[src/rtl/fft_arith_pkg.sv]
// Shared arithmetic definitions: divider FSM state encoding, default width and
// a counter-width helper.
package fft_arith_pkg;

   localparam int DIV_WIDTH_DEFAULT = 8;

   typedef enum logic [1:0] {
      ST_LOAD   = 2'd0,
      ST_RUN    = 2'd1,
      ST_FINISH = 2'd2,
      ST_DONE   = 2'd3
   } div_state_e;

   function automatic int div_cnt_width(input int width);
      return (width <= 2) ? 1 : $clog2(width);
   endfunction

endpackage

[src/rtl/divide_twos_mag.sv]
// twos_mag: WIDTH-bit two's complement value to its WIDTH-bit unsigned magnitude.
// The most negative value maps to 2^(WIDTH-1), which still fits unsigned.
module twos_mag
   import fft_arith_pkg::*;
#(
   parameter int WIDTH = DIV_WIDTH_DEFAULT
) (
   input  logic [WIDTH-1:0] i_val,
   output logic [WIDTH-1:0] o_mag
);

   localparam logic [WIDTH-1:0] ONE = {{(WIDTH-1){1'b0}}, 1'b1};

   assign o_mag = i_val[WIDTH-1] ? ((~i_val) + ONE) : i_val;

endmodule

[src/rtl/divide.sv]
// divide: multi-cycle signed restoring divider, recomputes whenever the operand pair changes.
// Optional macro DIVIDE_DBZ_DETECT_EN adds the div_by_zero output and a one-edge zero-divisor path.
module divide
   import fft_arith_pkg::*;
#(
   parameter int WIDTH = DIV_WIDTH_DEFAULT
) (
   input  logic             clkin,
   input  logic             rstn_in,
   input  logic [WIDTH-1:0] dividend_in,
   input  logic [WIDTH-1:0] divisor_in,
   output logic             ready,
   output logic             sign,
   output logic [WIDTH-1:0] quotient,
   output logic [WIDTH-1:0] remainder,
`ifdef DIVIDE_DBZ_DETECT_EN
   output logic             div_by_zero,
`endif
   output logic             overflow
);

   localparam int CW = div_cnt_width(WIDTH);
   localparam logic [CW-1:0]    CNT_LAST = CW'(WIDTH - 1);
   localparam logic [CW-1:0]    CNT_ONE  = CW'(1);
   localparam logic [WIDTH-1:0] ONE      = {{(WIDTH-1){1'b0}}, 1'b1};
   localparam logic [WIDTH-1:0] MIN_NEG  = {1'b1, {(WIDTH-1){1'b0}}};
   localparam logic [WIDTH-1:0] MAX_POS  = {1'b0, {(WIDTH-1){1'b1}}};
   localparam logic [WIDTH-1:0] ALL_ONES = {WIDTH{1'b1}};
   localparam logic [WIDTH-1:0] ZERO     = {WIDTH{1'b0}};

   div_state_e       r_state;
   div_state_e       w_state_nxt;
   logic             w_capture;
   logic [WIDTH-1:0] r_dvd;
   logic [WIDTH-1:0] r_dvs;
   logic [WIDTH-1:0] r_qmag;
   logic [WIDTH-1:0] r_dmag;
   logic [WIDTH:0]   r_prem;
   logic [CW-1:0]    r_cnt;
   logic [WIDTH-1:0] w_dvd_mag;
   logic [WIDTH-1:0] w_dvs_mag;
   logic [WIDTH+1:0] w_shift;
   logic             w_ge;
   logic [WIDTH-1:0] w_q_fin;
   logic [WIDTH-1:0] w_r_fin;
   logic             w_ovf_fin;
`ifdef DIVIDE_DBZ_DETECT_EN
   logic             w_dbz_fin;
`endif

   twos_mag #(.WIDTH(WIDTH)) u_dvd_mag (.i_val(dividend_in), .o_mag(w_dvd_mag));
   twos_mag #(.WIDTH(WIDTH)) u_dvs_mag (.i_val(divisor_in),  .o_mag(w_dvs_mag));

   assign sign      = dividend_in[WIDTH-1] ^ divisor_in[WIDTH-1];
   assign w_capture = (r_state == ST_LOAD) || (dividend_in != r_dvd) || (divisor_in != r_dvs);

   // One restoring step: the remainder has a spare top bit so the compare never wraps.
   assign w_shift = {r_prem, r_qmag[WIDTH-1]};
   assign w_ge    = (w_shift >= {2'b00, r_dmag});

   // State register.
   always_ff @(posedge clkin or negedge rstn_in) begin
      if (!rstn_in) begin
         r_state <= ST_LOAD;
      end else begin
         r_state <= w_state_nxt;
      end
   end

   // Next state: an operand change overrides whatever is in flight.
   always_comb begin
      w_state_nxt = r_state;
      if (w_capture) begin
`ifdef DIVIDE_DBZ_DETECT_EN
         if (divisor_in == ZERO) begin
            w_state_nxt = ST_FINISH;
         end else begin
            w_state_nxt = ST_RUN;
         end
`else
         w_state_nxt = ST_RUN;
`endif
      end else begin
         case (r_state)
            ST_RUN: begin
               if (r_cnt == CNT_LAST) begin
                  w_state_nxt = ST_FINISH;
               end else begin
                  w_state_nxt = ST_RUN;
               end
            end
            ST_FINISH: w_state_nxt = ST_DONE;
            ST_DONE:   w_state_nxt = ST_DONE;
            default:   w_state_nxt = ST_LOAD;
         endcase
      end
   end

   // Sign fix-up and saturation applied to the magnitude result.
   always_comb begin
      w_q_fin   = r_qmag;
      w_r_fin   = r_prem[WIDTH-1:0];
      w_ovf_fin = 1'b0;
`ifdef DIVIDE_DBZ_DETECT_EN
      w_dbz_fin = 1'b0;
`endif
      if (r_dvd[WIDTH-1] ^ r_dvs[WIDTH-1]) begin
         w_q_fin = (~r_qmag) + ONE;
      end else begin
         w_q_fin = r_qmag;
      end
      if (r_dvd[WIDTH-1]) begin
         w_r_fin = (~r_prem[WIDTH-1:0]) + ONE;
      end else begin
         w_r_fin = r_prem[WIDTH-1:0];
      end
      if ((r_dvd == MIN_NEG) && (r_dvs == ALL_ONES)) begin
         w_q_fin   = MAX_POS;
         w_ovf_fin = 1'b1;
      end else begin
         w_ovf_fin = 1'b0;
      end
`ifdef DIVIDE_DBZ_DETECT_EN
      if (r_dvs == ZERO) begin
         w_q_fin   = ZERO;
         w_r_fin   = r_dvd;
         w_dbz_fin = 1'b1;
      end else begin
         w_dbz_fin = 1'b0;
      end
`endif
   end

   // Operand capture, iteration datapath and registered results.
   always_ff @(posedge clkin or negedge rstn_in) begin
      if (!rstn_in) begin
         r_dvd     <= ZERO;
         r_dvs     <= ZERO;
         r_qmag    <= ZERO;
         r_dmag    <= ZERO;
         r_prem    <= '0;
         r_cnt     <= '0;
         ready     <= 1'b0;
         quotient  <= ZERO;
         remainder <= ZERO;
         overflow  <= 1'b0;
`ifdef DIVIDE_DBZ_DETECT_EN
         div_by_zero <= 1'b0;
`endif
      end else if (w_capture) begin
         r_dvd  <= dividend_in;
         r_dvs  <= divisor_in;
         r_qmag <= w_dvd_mag;
         r_dmag <= w_dvs_mag;
         r_prem <= '0;
         r_cnt  <= '0;
         ready  <= 1'b0;
      end else begin
         case (r_state)
            ST_RUN: begin
               r_prem <= w_ge ? (w_shift[WIDTH:0] - {1'b0, r_dmag}) : w_shift[WIDTH:0];
               r_qmag <= {r_qmag[WIDTH-2:0], w_ge};
               r_cnt  <= r_cnt + CNT_ONE;
            end
            ST_FINISH: begin
               quotient  <= w_q_fin;
               remainder <= w_r_fin;
               overflow  <= w_ovf_fin;
               ready     <= 1'b1;
`ifdef DIVIDE_DBZ_DETECT_EN
               div_by_zero <= w_dbz_fin;
`endif
            end
            default: begin
               ready <= ready;
            end
         endcase
      end
   end

endmodule

[config.mk]
export PLATFORM = sky130hd
export DESIGN_NAME = divide
export DESIGN_NICKNAME = d
export VERILOG_FILES = /design/src/rtl/fft_arith_pkg.sv /design/src/rtl/divide_twos_mag.sv /design/src/rtl/divide.sv
export SDC_FILE = /design/constraint.sdc
export NUM_CORES = 1
export LEC_CHECK = 0
export ABC_AREA = 1
export CAP_MARGIN = 20
export CELL_PAD_IN_SITES_DETAIL_PLACEMENT = 1
export CELL_PAD_IN_SITES_GLOBAL_PLACEMENT = 2
export CORE_AREA = 2 2 110 112
export CTS_CLUSTER_DIAMETER = 150
export DETAILED_ROUTE_END_ITERATION = 12
export DIE_AREA = 0 0 112 114
export HOLD_SLACK_MARGIN = 0.05
export PLACE_DENSITY_LB_ADDON = 0.3
export SETUP_SLACK_MARGIN = 0.1
export SLEW_MARGIN = 0
export SYNTH_ARGS = -nofsm -noshare
export SYNTH_HDL_FRONTEND = slang
export SYNTH_SLANG_ARGS = --single-unit
[constraint.sdc]
create_clock -name clkin -period 6 [get_ports clkin]
set_clock_uncertainty 0.05 [all_clocks]
set_input_delay 1.8 -clock clkin [delete_from_list [all_inputs] [get_ports clkin]]
set_output_delay 1.8 -clock clkin [all_outputs]
set_load 0.01 [all_outputs]
==> reports/metrics.cfg <==
[run_status]
status=finished clean

[grt]
grt_pass1_vias=3767
grt_max_degree=45
grt_pass1_wl_um=18120
antenna_found_initial=0
grtUsageTotal_pct=17.94
overflow=0

[clock_tree]
htree_levels=3
cts_tree=built
postCtsSetupBuffers=0
cts_repair_resize_count=0
clkSinkCount=63
cts_buffers=9
ctsHoldBuffers=0
worstSkewPairLatency_ps=340
clock-root-buffer=clkbuf_16
clock_path_buffers=2
path_clk_slew_ps=60

[sta]
timing.setup.tns_ps=0
slew_headroom_pct=53.29
finalHoldViolCount=0
max_freq_mhz=191.6
drv_slew=0
whs_ps=421.4
min_period_ps=5218
setup_violations=0
tightestPinTransition_ps=698.1
finalCritPeriodShare_pct=86.97
rsz0062_at_grt=false

[worst_setup_path]
end_kind=output port
path_buf_inv=2
setup.worst_path.start=dividend_in[7]
crit_type=primary input to output port
cp_data_required_time_ps=4150
critPathMaxStageDelay_ps=740
worstPathArrival_ps=3370
path_max_fanout=10
crit_slowest_cell=clkdlybuf4s50_1
path_delay_family=buffers and inverters
cp_cell_sequence=clkdlybuf4s50_1 -> xor2_1 -> clkdlybuf4s50_1
r2r_start=r_dvd[7]
start_kind=primary input
cp_common_cell=clkdlybuf4s50_1

[yosys]
synth_edf_count=0
yosys.area_share.xor_xnor_pct=5.949
synthMuxAreaShare_pct=0
post-synth-top-count-cell=nand2_1
ys_seq_elements=63
synth_area_um2=3954
synth-adder-area-share_pct=4.937
async_reset_ff_share_pct=100.0
synth.top_cells.by_area=dfrtp_1, nand2_1, inv_1
synth_top_area_share_pct=39.87
ys_types=36
yosys.area_share.simple_pct=32.09
synth_largest_area_cell=dfrtp_1
syn_inst=554
ys_seq_area_share_pct=39.87
dominantRegCellSynth=dfrtp_1
synth_compound_area_share_pct=7.215
avgSynthCellArea_um2=7.137
synth_top_family_by_area=simple AND/OR/NAND/NOR gates
syn-num-nets=587
synth_common_cells=nand2_1, dfrtp_1, inv_1, nor2_1, nand3_1
yosysWarningCount=0

[power_and_ir_drop]
p_leak_nw=2.480
ir_worst_vdd_mv=0.1640
power_density_nw_per_um2=231.8

[placement]
io_buffers=36
post-dp-hpwl_um=8180
dp_cells=712
dpl_cell_area_um2=4370
place.gp.congestion=0.8066

[layout]
instances_no_fill=729
nNetsFinal=610
layout-drive-gt1-share_pct=6.186
fillCellCount=1484
antenna_cells=0
area_growth_pct=18.26
design_area_um2=4676

[drt]
vias=3455
first_pass_iters=4
drc=0
drt-vias-per-instance=4.739
routed_wl_um=10340
wl_per_cell_um=14.19
drt_iter0_markers=99
ant_nets=0

[die]
die_w_um=112
start_util_pct=33.76
rows=40
io_pins=37
die_area_um2=12770
fp.dieH_um=114
coreArea_um2=11710

[job]
cap_violations=0

[hold_path]
hold_start=remainder[2]
hp-class=flop to flop

-- where the power goes --
part / internal (mW) / total (mW) / switching [mW]
Clock: 0.292 / 0.497 / 0.205
Sequential: 0.440 / 0.454 / 0.0141
Combinational: 0.0504 / 0.134 / 0.0831
-- flip-flops by register name, summed over array words and instances, names as in the netlist --
register / cells
r_qmag: 8
r_dvs: 8
remainder: 8
ready: 1
r_dvd: 8
r_state: 2
r_cnt: 3
r_prem: 9
overflow: 1
quotient: 8
r_dmag: 7
-- per-stage QoR --
step	util, %	setup WS [ps]	total power [mW]
CTS	39.75	811.1	1.101
global placement	37.32	809.0	0.5914
finish	39.93	782.1	1.084
detailed placement	37.32	843.4	0.5953
floorplan	-	1971	0.5444
global route	39.93	691.5	1.142
-- kinds of logic (layout without fill, tap and decap cells) --
group           Yosys count  after routing
compound gates           51             51
xor+xnor                 26             26
fa+ha+maj                15             15
buf+inv                  96            124
flops                    63             63
simple gates            303            303
-- per-layer routing --
| metal | up-vias | share of wire, % | global-route usage [%] | routed length, um |
|---|---|---|---|---|
| li1 | 1775 | - | - | - |
| met1 | 1621 | 49 | 22.79 | 5028 |
| met2 | 44 | 47 | 30.42 | 4838 |
| met3 | 15 | 2.4 | 2.816 | 244 |
| met4 | 0 | 2.3 | 7.886 | 233 |
| met5 | - | 0 | 0 | 0 |
-- worst min-delay path: cells and delay by family (launching register included) --
kind,cells,cell delay (ps)
DFF,1,340
and+or+nand+nor,2,100
-- layout by cell type, fill, tap and decap left out, types with 2 or more instances in the layout --
| master | n |
|---|---|
| nand2_1 | 185 |
| dfrtp_1 | 63 |
| inv_1 | 60 |
| nor2_1 | 53 |
| nand3_1 | 38 |
| clkdlybuf4s50_1 | 35 |
| o21ai_0 | 20 |
| xor2_1 | 19 |
| a21oi_1 | 14 |
| ha_1 | 14 |
| inv_2 | 10 |
| nand4_1 | 9 |
| clkbuf_16 | 9 |
| o211ai_1 | 7 |
| nor3_1 | 7 |
| xnor2_1 | 6 |
| o21ai_1 | 4 |
| clkinv_4 | 3 |
| o31ai_1 | 2 |
| a31oi_1 | 2 |
| clkinvlp_4 | 2 |
-- final cells by class --
type | count | area (um^2) | area share, %
Multi-Input combinational cell | 395 | 1984 | 42.44
Inverter | 70 | 262.8 | 5.619
Tap cell | 147 | 183.9 | 3.934
Clock buffer | 10 | 239.0 | 5.111
Clock inverter | 6 | 46.29 | 0.9901
Sequential cell | 63 | 1577 | 33.72
Timing Repair Buffer | 38 | 382.9 | 8.188
-- path summary, 6_finish.rpt --
path	to	slack, ps	depth (start not counted)
max	sign	780	3
min	remainder[2]	420	2
max reg2reg	r_prem[8]	3310	10
min reg2reg	remainder[2]	420	2
max in group asynchronous	r_dvd[6]	3680	3
min in group asynchronous	r_prem[0]	1360	1
(Power assumes the default switching activity.)
==> edit: new RTL, config.mk and constraints unchanged <==
Change the package constant `DIV_WIDTH_DEFAULT` from 8 to 12.
--- a/src/rtl/fft_arith_pkg.sv
+++ b/src/rtl/fft_arith_pkg.sv
@@ -2,7 +2,7 @@
 // a counter-width helper.
 package fft_arith_pkg;
 
-   localparam int DIV_WIDTH_DEFAULT = 8;
+   localparam int DIV_WIDTH_DEFAULT = 12;
 
    typedef enum logic [1:0] {
       ST_LOAD   = 2'd0,
Ports: changed (resized dividend_in, divisor_in, quotient and remainder); port bits go from 37 to 53. The function was not compared with the original's and may differ.
==> edit against the original RTL <==
- the flow now stops in 3_1_place_gp_skip_io
- area after synthesis up 64%
==> edit: results (changes against the original RTL) <==
.. list-table::
   :header-rows: 1

   * - Metric
     - Value
   * - YS warnings
     - 0 (unchanged)
   * - Last step reached
     - 3_1_place_gp_skip_io
   * - Number of synthesized register bits
     - 92 (+46%)
   * - Fraction of registers with async set or reset after synthesis
     - 100.0% (unchanged)
   * - Synth Area per Inst
     - 6.639 µm² (-7.0%)
   * - Most used standard cells in the synthesized netlist
     - sky130_fd_sc_hd__nand2_1 (311), sky130_fd_sc_hd__inv_1 (138), sky130_fd_sc_hd__nand3_1 (114)
   * - Syn Nets
     - 1020 (+74%)
   * - Yosys cell types
     - 40 (+11%)
   * - Error that halted the flow
     - [ERROR FLW-0024] Place density exceeds 1.0 (current PLACE_DENSITY_LB_ADDON =  0.3). Please check if the value of  PLACE_DENSITY_LB_ADDON is between 0 and 0.99.
   * - Leading cell type by number of instances after synthesis
     - sky130_fd_sc_hd__nand2_1
   * - Sequential fraction of the synthesis area
     - 35.53% (-4.3 points)
   * - Run status
     - did not finish
   * - Most used flip-flop cell after synthesis
     - sky130_fd_sc_hd__dfrtp_1
   * - Cell types occupying the most area after synthesis
     - sky130_fd_sc_hd__dfrtp_1 (36%), sky130_fd_sc_hd__nand2_1 (18%), sky130_fd_sc_hd__nand3_1 (8.8%)
-- edit: cell types whose count changed after synthesis, sizes merged, moves of 11 or more --
cell    before  now
clkbuf      16   32
dfrtp       63   92
inv         70  154
nand2      186  315
nand3       39  120
nand4        9   20
nor2        56   96
xor2        20   37
-- edit: kinds of logic after synthesis --
logic type / count (synthesis) / share of synthesized area, %
XOR/XNOR: 41 / 5.542
adder cells (fa/ha/maj): 18 / 3.591
flip-flops: 92 / 35.53
AND/OR/NAND/NOR: 568 / 38.41
buffers and inverters: 200 / 12.15
AO/OA/AOI/OAI: 57 / 4.789
